## config.mk

```make
export PLATFORM = sky130hd
export DESIGN_NAME = piano_tone_ctrl
export DESIGN_NICKNAME = d
export VERILOG_FILES = /design/src/rtl/piano_tone_ctrl.sv
export SDC_FILE = /design/constraint.sdc
export NUM_CORES = 1
export LEC_CHECK = 0
export CELL_PAD_IN_SITES_DETAIL_PLACEMENT = 1
export CELL_PAD_IN_SITES_GLOBAL_PLACEMENT = 1
export CORE_ASPECT_RATIO = 0.8
export CORE_MARGIN = 2
export CORE_UTILIZATION = 42
export DETAILED_ROUTE_END_ITERATION = 16
export PLACE_DENSITY = 0.91
export SYNTH_ARGS = -nofsm -noshare
export SYNTH_HDL_FRONTEND = slang
export SYNTH_SLANG_ARGS = --single-unit
```

## constraint.sdc

```tcl
create_clock -name clk_in -period 2.7 [get_ports clk_in]
set_input_delay 0.54 -clock clk_in [delete_from_list [all_inputs] [get_ports clk_in]]
set_output_delay 0.54 -clock clk_in [all_outputs]
set_load 0.005 [all_outputs]
```

## src/rtl/piano_tone_ctrl.sv

```systemverilog
// piano_tone_ctrl: maps debounced piano keys to a tone divisor with minimum note hold and inter-note gap
module piano_tone_ctrl #(
    parameter int CLK_HZ      = 12000000,
    parameter int HOLD_CYCLES = 1200000,
    parameter int GAP_CYCLES  = 120000
) (
    input  logic        clk_in,
    input  logic        rst_in,
    input  logic        play_en,
    input  logic [7:0]  key,
    output logic [31:0] freq,
    output logic        pwm_en,
    output logic [2:0]  note_idx,
    output logic        busy
);
    localparam logic [1:0] IDLE = 2'd0;
    localparam logic [1:0] PLAY = 2'd1;
    localparam logic [1:0] GAP  = 2'd2;
    localparam int HW = HOLD_CYCLES > 1 ? $clog2(HOLD_CYCLES) : 1;
    localparam int GW = GAP_CYCLES > 1 ? $clog2(GAP_CYCLES) : 1;
    localparam logic [HW-1:0] HOLD_LAST = HW'(HOLD_CYCLES - 1);
    localparam logic [GW-1:0] GAP_LAST  = GW'(GAP_CYCLES - 1);
    // Divisors for C4..C5, resolved at elaboration
    localparam logic [31:0] DIV [8] = '{
        32'(CLK_HZ / 262 - 1), 32'(CLK_HZ / 294 - 1),
        32'(CLK_HZ / 330 - 1), 32'(CLK_HZ / 349 - 1),
        32'(CLK_HZ / 392 - 1), 32'(CLK_HZ / 440 - 1),
        32'(CLK_HZ / 494 - 1), 32'(CLK_HZ / 523 - 1)
    };

    logic [1:0]    state;
    logic [HW-1:0] hold_cnt;
    logic [GW-1:0] gap_cnt;
    logic [2:0]    win;
    logic          released;

    // Priority encoder: highest pressed key wins
    always_comb begin
        win = '0;
        for (int i = 0; i < 8; i++) if (key[i]) win = 3'(i);
    end

    assign released = !key[note_idx] || win != note_idx;

    // Note sequencer: IDLE -> PLAY (min hold) -> GAP -> IDLE; play_en low aborts to IDLE
    always_ff @(posedge clk_in or posedge rst_in) begin
        if (rst_in) begin
            state    <= IDLE;
            freq     <= '0;
            pwm_en   <= 1'b0;
            note_idx <= '0;
            busy     <= 1'b0;
            hold_cnt <= '0;
            gap_cnt  <= '0;
        end else if (!play_en) begin
            state  <= IDLE;
            pwm_en <= 1'b0;
            busy   <= 1'b0;
        end else begin
            case (state)
                IDLE: if (key != 8'd0) begin
                    state    <= PLAY;
                    note_idx <= win;
                    freq     <= DIV[win];
                    pwm_en   <= 1'b1;
                    busy     <= 1'b1;
                    hold_cnt <= '0;
                end
                PLAY: if (hold_cnt == HOLD_LAST && released) begin
                    state   <= GAP;
                    pwm_en  <= 1'b0;
                    gap_cnt <= '0;
                end else begin
                    hold_cnt <= hold_cnt == HOLD_LAST ? hold_cnt : hold_cnt + 1'b1;
                end
                GAP: if (gap_cnt == GAP_LAST) begin
                    state <= IDLE;
                    busy  <= 1'b0;
                end else begin
                    gap_cnt <= gap_cnt + 1'b1;
                end
                default: begin
                    state  <= IDLE;
                    pwm_en <= 1'b0;
                    busy   <= 1'b0;
                end
            endcase
        end
    end
endmodule
```

* Word-level counts from Yosys, hierarchy flattened
Memory sizes are Yosys's and may differ from the RTL's. A register that Yosys moved wholly into a read port is not among the register bits. Cells that the tools add are included.
Storage, ports and cells: flip-flop bits (word level) 45, memory bits (read-only) 256, output and inout bits 37, logic and storage cells 67, memories 1
Cells by class: add/subtract/negate cells 2, magnitude comparators 1, equal/unequal tests 15, mux-type cells 28, bitwise logic cells 1, reduce and logical (&&, ||, !) cells 13
Memory list:
- (name not given) | words 8, bits a word 32, rd ports 1, clocked after Yosys merged registers in 1, write ports 0, line 64 | freq <= DIV[win];
Operators by type and width (count):
- 2-to-1 mux 21 bit | 3
- one-hot mux 21 bit (2 select lines) | 1
- 2-to-1 mux 17 bit | 2
- one-hot mux 17 bit (2 select lines) | 1
- adder 21 x 1 -> 21 bit (second input constant) | 1
- == test 21 bit (second input constant) | 1
- 2-to-1 mux 3 bit | 6
- adder 17 x 1 -> 17 bit (second input constant) | 1
- == test 17 bit (second input constant) | 1
- != test 2 bit (second input constant) | 7
- AND reduction 3 bit | 4
- != test 3 bit (second input constant) | 3
- 2-to-1 mux 2 bit | 4
- nonzero test 8 bit | 1
- 2-to-1 mux 1 bit | 7
- one-hot mux 1 bit (3 select lines) | 2
- one-hot mux 2 bit (3 select lines) | 1
- AND reduction 5 bit | 1
- < comparator 3 x 4 -> 1 bit (second input constant) | 1
- NOT 3 -> 4 bit | 1
- AND reduction 4 bit | 1
- nonzero test 2 bit | 2
- binary-select mux 1 bit (select 3 bit) | 1
- != test 3 bit | 1
- 6 further kinds | 6

* Depth between registers and ports, before layout
depth in word-level cells 13, depth in mapped cells 8, mapped depth without buffers 8

* Least setup slack after synthesis
No wires, ideal clock.
path kind register to register, from register hold_cnt[0], to register hold_cnt[14], setup time 0.077 ns, data arrival time 2.077 ns, required time 2.623 ns, setup slack 0.545 ns, stages on the path, launching flop included 7, path buffers 0, path through dfrtp_1 > ha_1 > and4_2 > and4_4 > or4_4 > or4_1 > a21oi_1
On the way: word-level cells in the longest chain between the ends 4, elaborated cells on any way between the ends 9
RTL lines:
- from (decl) | line 32 | logic [HW-1:0] hold_cnt;
- from (signal assigned) | line 74 | hold_cnt <= hold_cnt == HOLD_LAST ? hold_cnt : hold_cnt + 1'b1;
- adder 21 x 1 -> 21 bit / == test 21 bit (equally long branches) | line 74, 69
- 2-to-1 mux 21 bit / logical AND 1 bit (equally long branches) | line 74, 69
- 2-to-1 mux 21 bit / != test 2 bit (equally long branches)
- one-hot mux 21 bit (2 select lines) / AND reduction 5 bit (equally long branches)
Parallel ways exist; a longest one is shown, timed or not. The select of a mux whose other input is x is not followed. A chain may end at the register's enable or synchronous reset.

* Final worst setup path
from input key[3], to register gap_cnt[0]
On the way: word-level cells in the longest chain between the ends 10, elaborated cells on any way between the ends 13
RTL lines:
- from (decl) | line 10 | input logic [7:0] key,
- 2-to-1 mux 3 bit (5 in series) | line 40 | for (int i = 0; i < 8; i++) if (key[i]) win = 3'(i);
- net win[1] | line 34 | logic [2:0] win;
- != test 3 bit | line 43 | assign released = !key[note_idx] || win != note_idx;
- logical OR 1 bit | line 43
- logical AND 1 bit | line 69 | PLAY: if (hold_cnt == HOLD_LAST && released) begin
- != test 2 bit (no line)
- AND reduction 4 bit (no line)
- to (signal assigned) | line 80 | gap_cnt <= gap_cnt + 1'b1;
- to (decl) | line 33 | logic [GW-1:0] gap_cnt;
The timed path passes the listed nets, and every way through them passes these cells. The select of a mux whose other input is x is not followed.

==> impl_metrics.env <==
export IMPL_cts_repair_resized=0
export IMPL_synthesized_area_divided_by_synthesized_cell_count_um2=9.26
export IMPL_htree_levels=3
export IMPL_global_route_usage_met1=0.324
export IMPL_drcViolationCount=0
export IMPL_grt_met3_usage=0.0775
export IMPL_global_route_usage_met2=0.420
export IMPL_synth_enable_flop_cells=0
export IMPL_cts_tree="done"
export IMPL_num_antenna_cells=0
export IMPL_finClkSkew_ps=11.6
export IMPL_top_flip_flop_cell_by_instance_count_after_synthesis="sky130_fd_sc_hd__dfrtp_1"
export IMPL_timing_worst_setup_path_type="in2reg"
export IMPL_static_leakage_power_nw=1.77
export IMPL_hold_class="reg2reg"
export IMPL_detail_route_iter0_violations=163
export IMPL_grt_antenna_before_repair=0
export IMPL_synthArstFlopShare=1.00
export IMPL_first_global_vias=3515
export IMPL_cts_root_buf="sky130_fd_sc_hd__clkbuf_8"
export IMPL_gpl_congestion=0.958
export IMPL_layout_drive_gt1_share=0.130
export IMPL_drt_wl_total_um=10900
export IMPL_die_w_um=106
export IMPL_globalRoute_totalOverflow=0
export IMPL_slew_headroom=0.649
export IMPL_finalCritPeriodShare=0.869
export IMPL_report_power_total_mw=2.48
export IMPL_regToRegStartpoint="hold_cnt[0]"
export IMPL_post_cts_repair_setup_buffers=0
export IMPL_clockBufferDepth=2
export IMPL_crit_path_required_time_ps=2950
export IMPL_synth_seq_area_share=0.418
export IMPL_wire_per_inst_um=20.1
export IMPL_run_status="complete, no violations"
export IMPL_setup_worst_path_start="key[3]"
export IMPL_worst_r2r_setup_slack_ps=390
export IMPL_areaGrowthSynthToFinish_pct=20.7
export IMPL_clkLatencyLatePin_ps=370
export IMPL_nFillCells=938
export IMPL_setup_tns_final_ps=0
export IMPL_synth_seq_cells=59
export IMPL_crit_arrival_ps=2600
export IMPL_hold_viol_final=0
export IMPL_tritoncts_num_sinks=59
export IMPL_postSynthCellCount=381
export IMPL_worst_r2r_path_depth=6
export IMPL_cts_buffers_inserted=9
export IMPL_clk_pin_slew_ps=70
export IMPL_drt_first_pass_iters=4
export IMPL_worstSetupStartpointType="input pin"
export IMPL_routed_via_density=6.06
export IMPL_num_nets_final=448
export IMPL_synthDominantCellAreaShare=0.418
export IMPL_synth_area_um2=3530
export IMPL_synthesis_warnings=0
export IMPL_synth_most_common_cell="sky130_fd_sc_hd__dfrtp_1"
export IMPL_placementRows=29
export IMPL_port_buffers=31
export IMPL_timing_fmax_mhz=426
export IMPL_placeable_core_region_um2=8060
export IMPL_vdd_drop_max_mv=0.420
export IMPL_post_synth_top_area_cell="sky130_fd_sc_hd__dfrtp_1"
export IMPL_cap_violations=0
export IMPL_dp_hpwl_um=7200
export IMPL_top_usage_layer="met2"
export IMPL_setup_violations_final=0
export IMPL_chipHeight_um=86.0
export IMPL_globalRouteTotalUtil=0.257
export IMPL_synth_top_cells_by_count="sky130_fd_sc_hd__dfrtp_1 (59), sky130_fd_sc_hd__nand2_1 (39), sky130_fd_sc_hd__a21oi_1 (31)"
export IMPL_maxSlewViolCount=0
export IMPL_drtAntennaViolNets=0
export IMPL_grt_first_pass_wirelength_um=18200
export IMPL_floorplan_die_area_um2=9160
export IMPL_worst_pin_slew_ps=520
export IMPL_ios=48
export IMPL_end_kind="flip-flop"
export IMPL_synth_area_top_cells="sky130_fd_sc_hd__dfrtp_1 (42%), sky130_fd_sc_hd__a21oi_1 (4.4%), sky130_fd_sc_hd__buf_4 (4.3%)"
export IMPL_synthDistinctLibCells=64
export IMPL_floorplan_initialDensity=0.438
export IMPL_endpoint="gap_cnt[0]"
export IMPL_largest_net_degree_at_the_start_of_global_routing=60
export IMPL_timing_critical_path_fanout_max=9
export IMPL_pwr_density_cell_nw_per_um2=582
export IMPL_regToRegEndpoint="hold_cnt[14]"
export IMPL_setup_repair_after_global_routing_missed_its_margin="no"
export IMPL_vias_after_detailed_routing=3273
export IMPL_period_needed_ps=2350
export IMPL_holdBufCountCts=0
kinds of logic (layout without fill, tap and decap cells):
group / Yosys count / count (layout) / synth area share
simple gates: 156 / 156 / 0.243
compound gates: 101 / 101 / 0.191
flops: 59 / 59 / 0.418
buf+inv: 44 / 80 / 0.0766
fa+ha+maj: 10 / 10 / 0.0354
mux: 7 / 7 / 0.0273
xor+xnor: 3 / 3 / 0.00745
other cells: 1 / 16 / 0.00106
cells in the final DEF (no fill, tap or decap), types with 4 or more instances in the layout:
cell / count
sky130_fd_sc_hd__o21ai_1: 7
sky130_fd_sc_hd__nor3_1: 5
sky130_fd_sc_hd__inv_1: 9
sky130_fd_sc_hd__o21ai_0: 10
sky130_fd_sc_hd__ha_1: 10
sky130_fd_sc_hd__and3_1: 6
sky130_fd_sc_hd__buf_4: 21
sky130_fd_sc_hd__nand4_1: 7
sky130_fd_sc_hd__clkbuf_8: 10
sky130_fd_sc_hd__clkdlybuf4s50_1: 31
sky130_fd_sc_hd__nand2_1: 39
sky130_fd_sc_hd__and4_1: 4
sky130_fd_sc_hd__or3_1: 5
sky130_fd_sc_hd__o211ai_1: 7
sky130_fd_sc_hd__o21a_1: 4
sky130_fd_sc_hd__or4_1: 13
sky130_fd_sc_hd__a21oi_1: 31
sky130_fd_sc_hd__a31oi_1: 7
sky130_fd_sc_hd__nor2b_1: 5
sky130_fd_sc_hd__mux2i_1: 4
sky130_fd_sc_hd__conb_1: 16
sky130_fd_sc_hd__nand3_1: 17
sky130_fd_sc_hd__o31ai_1: 15
sky130_fd_sc_hd__dfrtp_1: 59
sky130_fd_sc_hd__nor2_1: 29
worst max-delay path, stage by stage:
cell                              delay, ps
sky130_fd_sc_hd__clkdlybuf4s50_1        570
sky130_fd_sc_hd__nor2_1                 110
sky130_fd_sc_hd__o31ai_2                300
sky130_fd_sc_hd__xnor2_1                190
sky130_fd_sc_hd__a311oi_4               550
sky130_fd_sc_hd__buf_4                  250
sky130_fd_sc_hd__o21ai_1                 80
layer usage:
layer / share of wire / vias to the layer above
met1: 0.42 / 1631
met3: 0.073 / 35
met2: 0.48 / 134
met4: 0.031 / 0
met5: 0 / -
li1: - / 1473
power breakdown:
group	switching, mW	total (mW)	internal [mW]
logic	0.216	0.434	0.218
clock network	0.387	1.02	0.635
registers	0.0745	1.03	0.951
state kept, by name, summed over array words and instances, names as in the netlist:
register  cells
note_idx      2
pwm_en        1
state         2
busy          1
gap_cnt      17
freq         15
hold_cnt     21
final cells by class:
cell class | instances | area [um^2] | area share
Clock inverter | 5 | 100 | 0.0235
Multi-Input combinational cell | 293 | 1860 | 0.437
Sequential cell | 59 | 1480 | 0.346
Clock buffer | 11 | 141 | 0.0332
Inverter | 10 | 37.5 | 0.00881
Timing Repair Buffer | 54 | 508 | 0.119
Tap cell | 108 | 135 | 0.0317
worst min path at each step:
| stage | startpoint | end | cells past startpoint |
|---|---|---|---|
| 2_1_floorplan | freq[13] | freq[13] | 2 |
| 3_3_place_gp | freq[10] | freq[10] | 2 |
| 3_5_place_dp | freq[15] | freq[15] | 1 |
| 4_1_cts | freq[15] | freq[15] | 1 |
| 5_1_grt | freq[15] | freq[15] | 1 |
| 6_report | freq[15] | freq[15] | 1 |
per-stage QoR:
step	instance area, um^2	instances	setup slack, ps	hold WS, ps	utilization
after CTS	4260	540	360	512	0.529
after global placement	4020	524	96.1	466	0.499
after detailed placement	4020	524	29.8	491	0.499
after global routing	4260	540	169	533	0.529
after floorplan	3590	396	545	467	-
final	4260	540	355	509	0.529
Note: power is estimated with default switching activity, not from simulation.
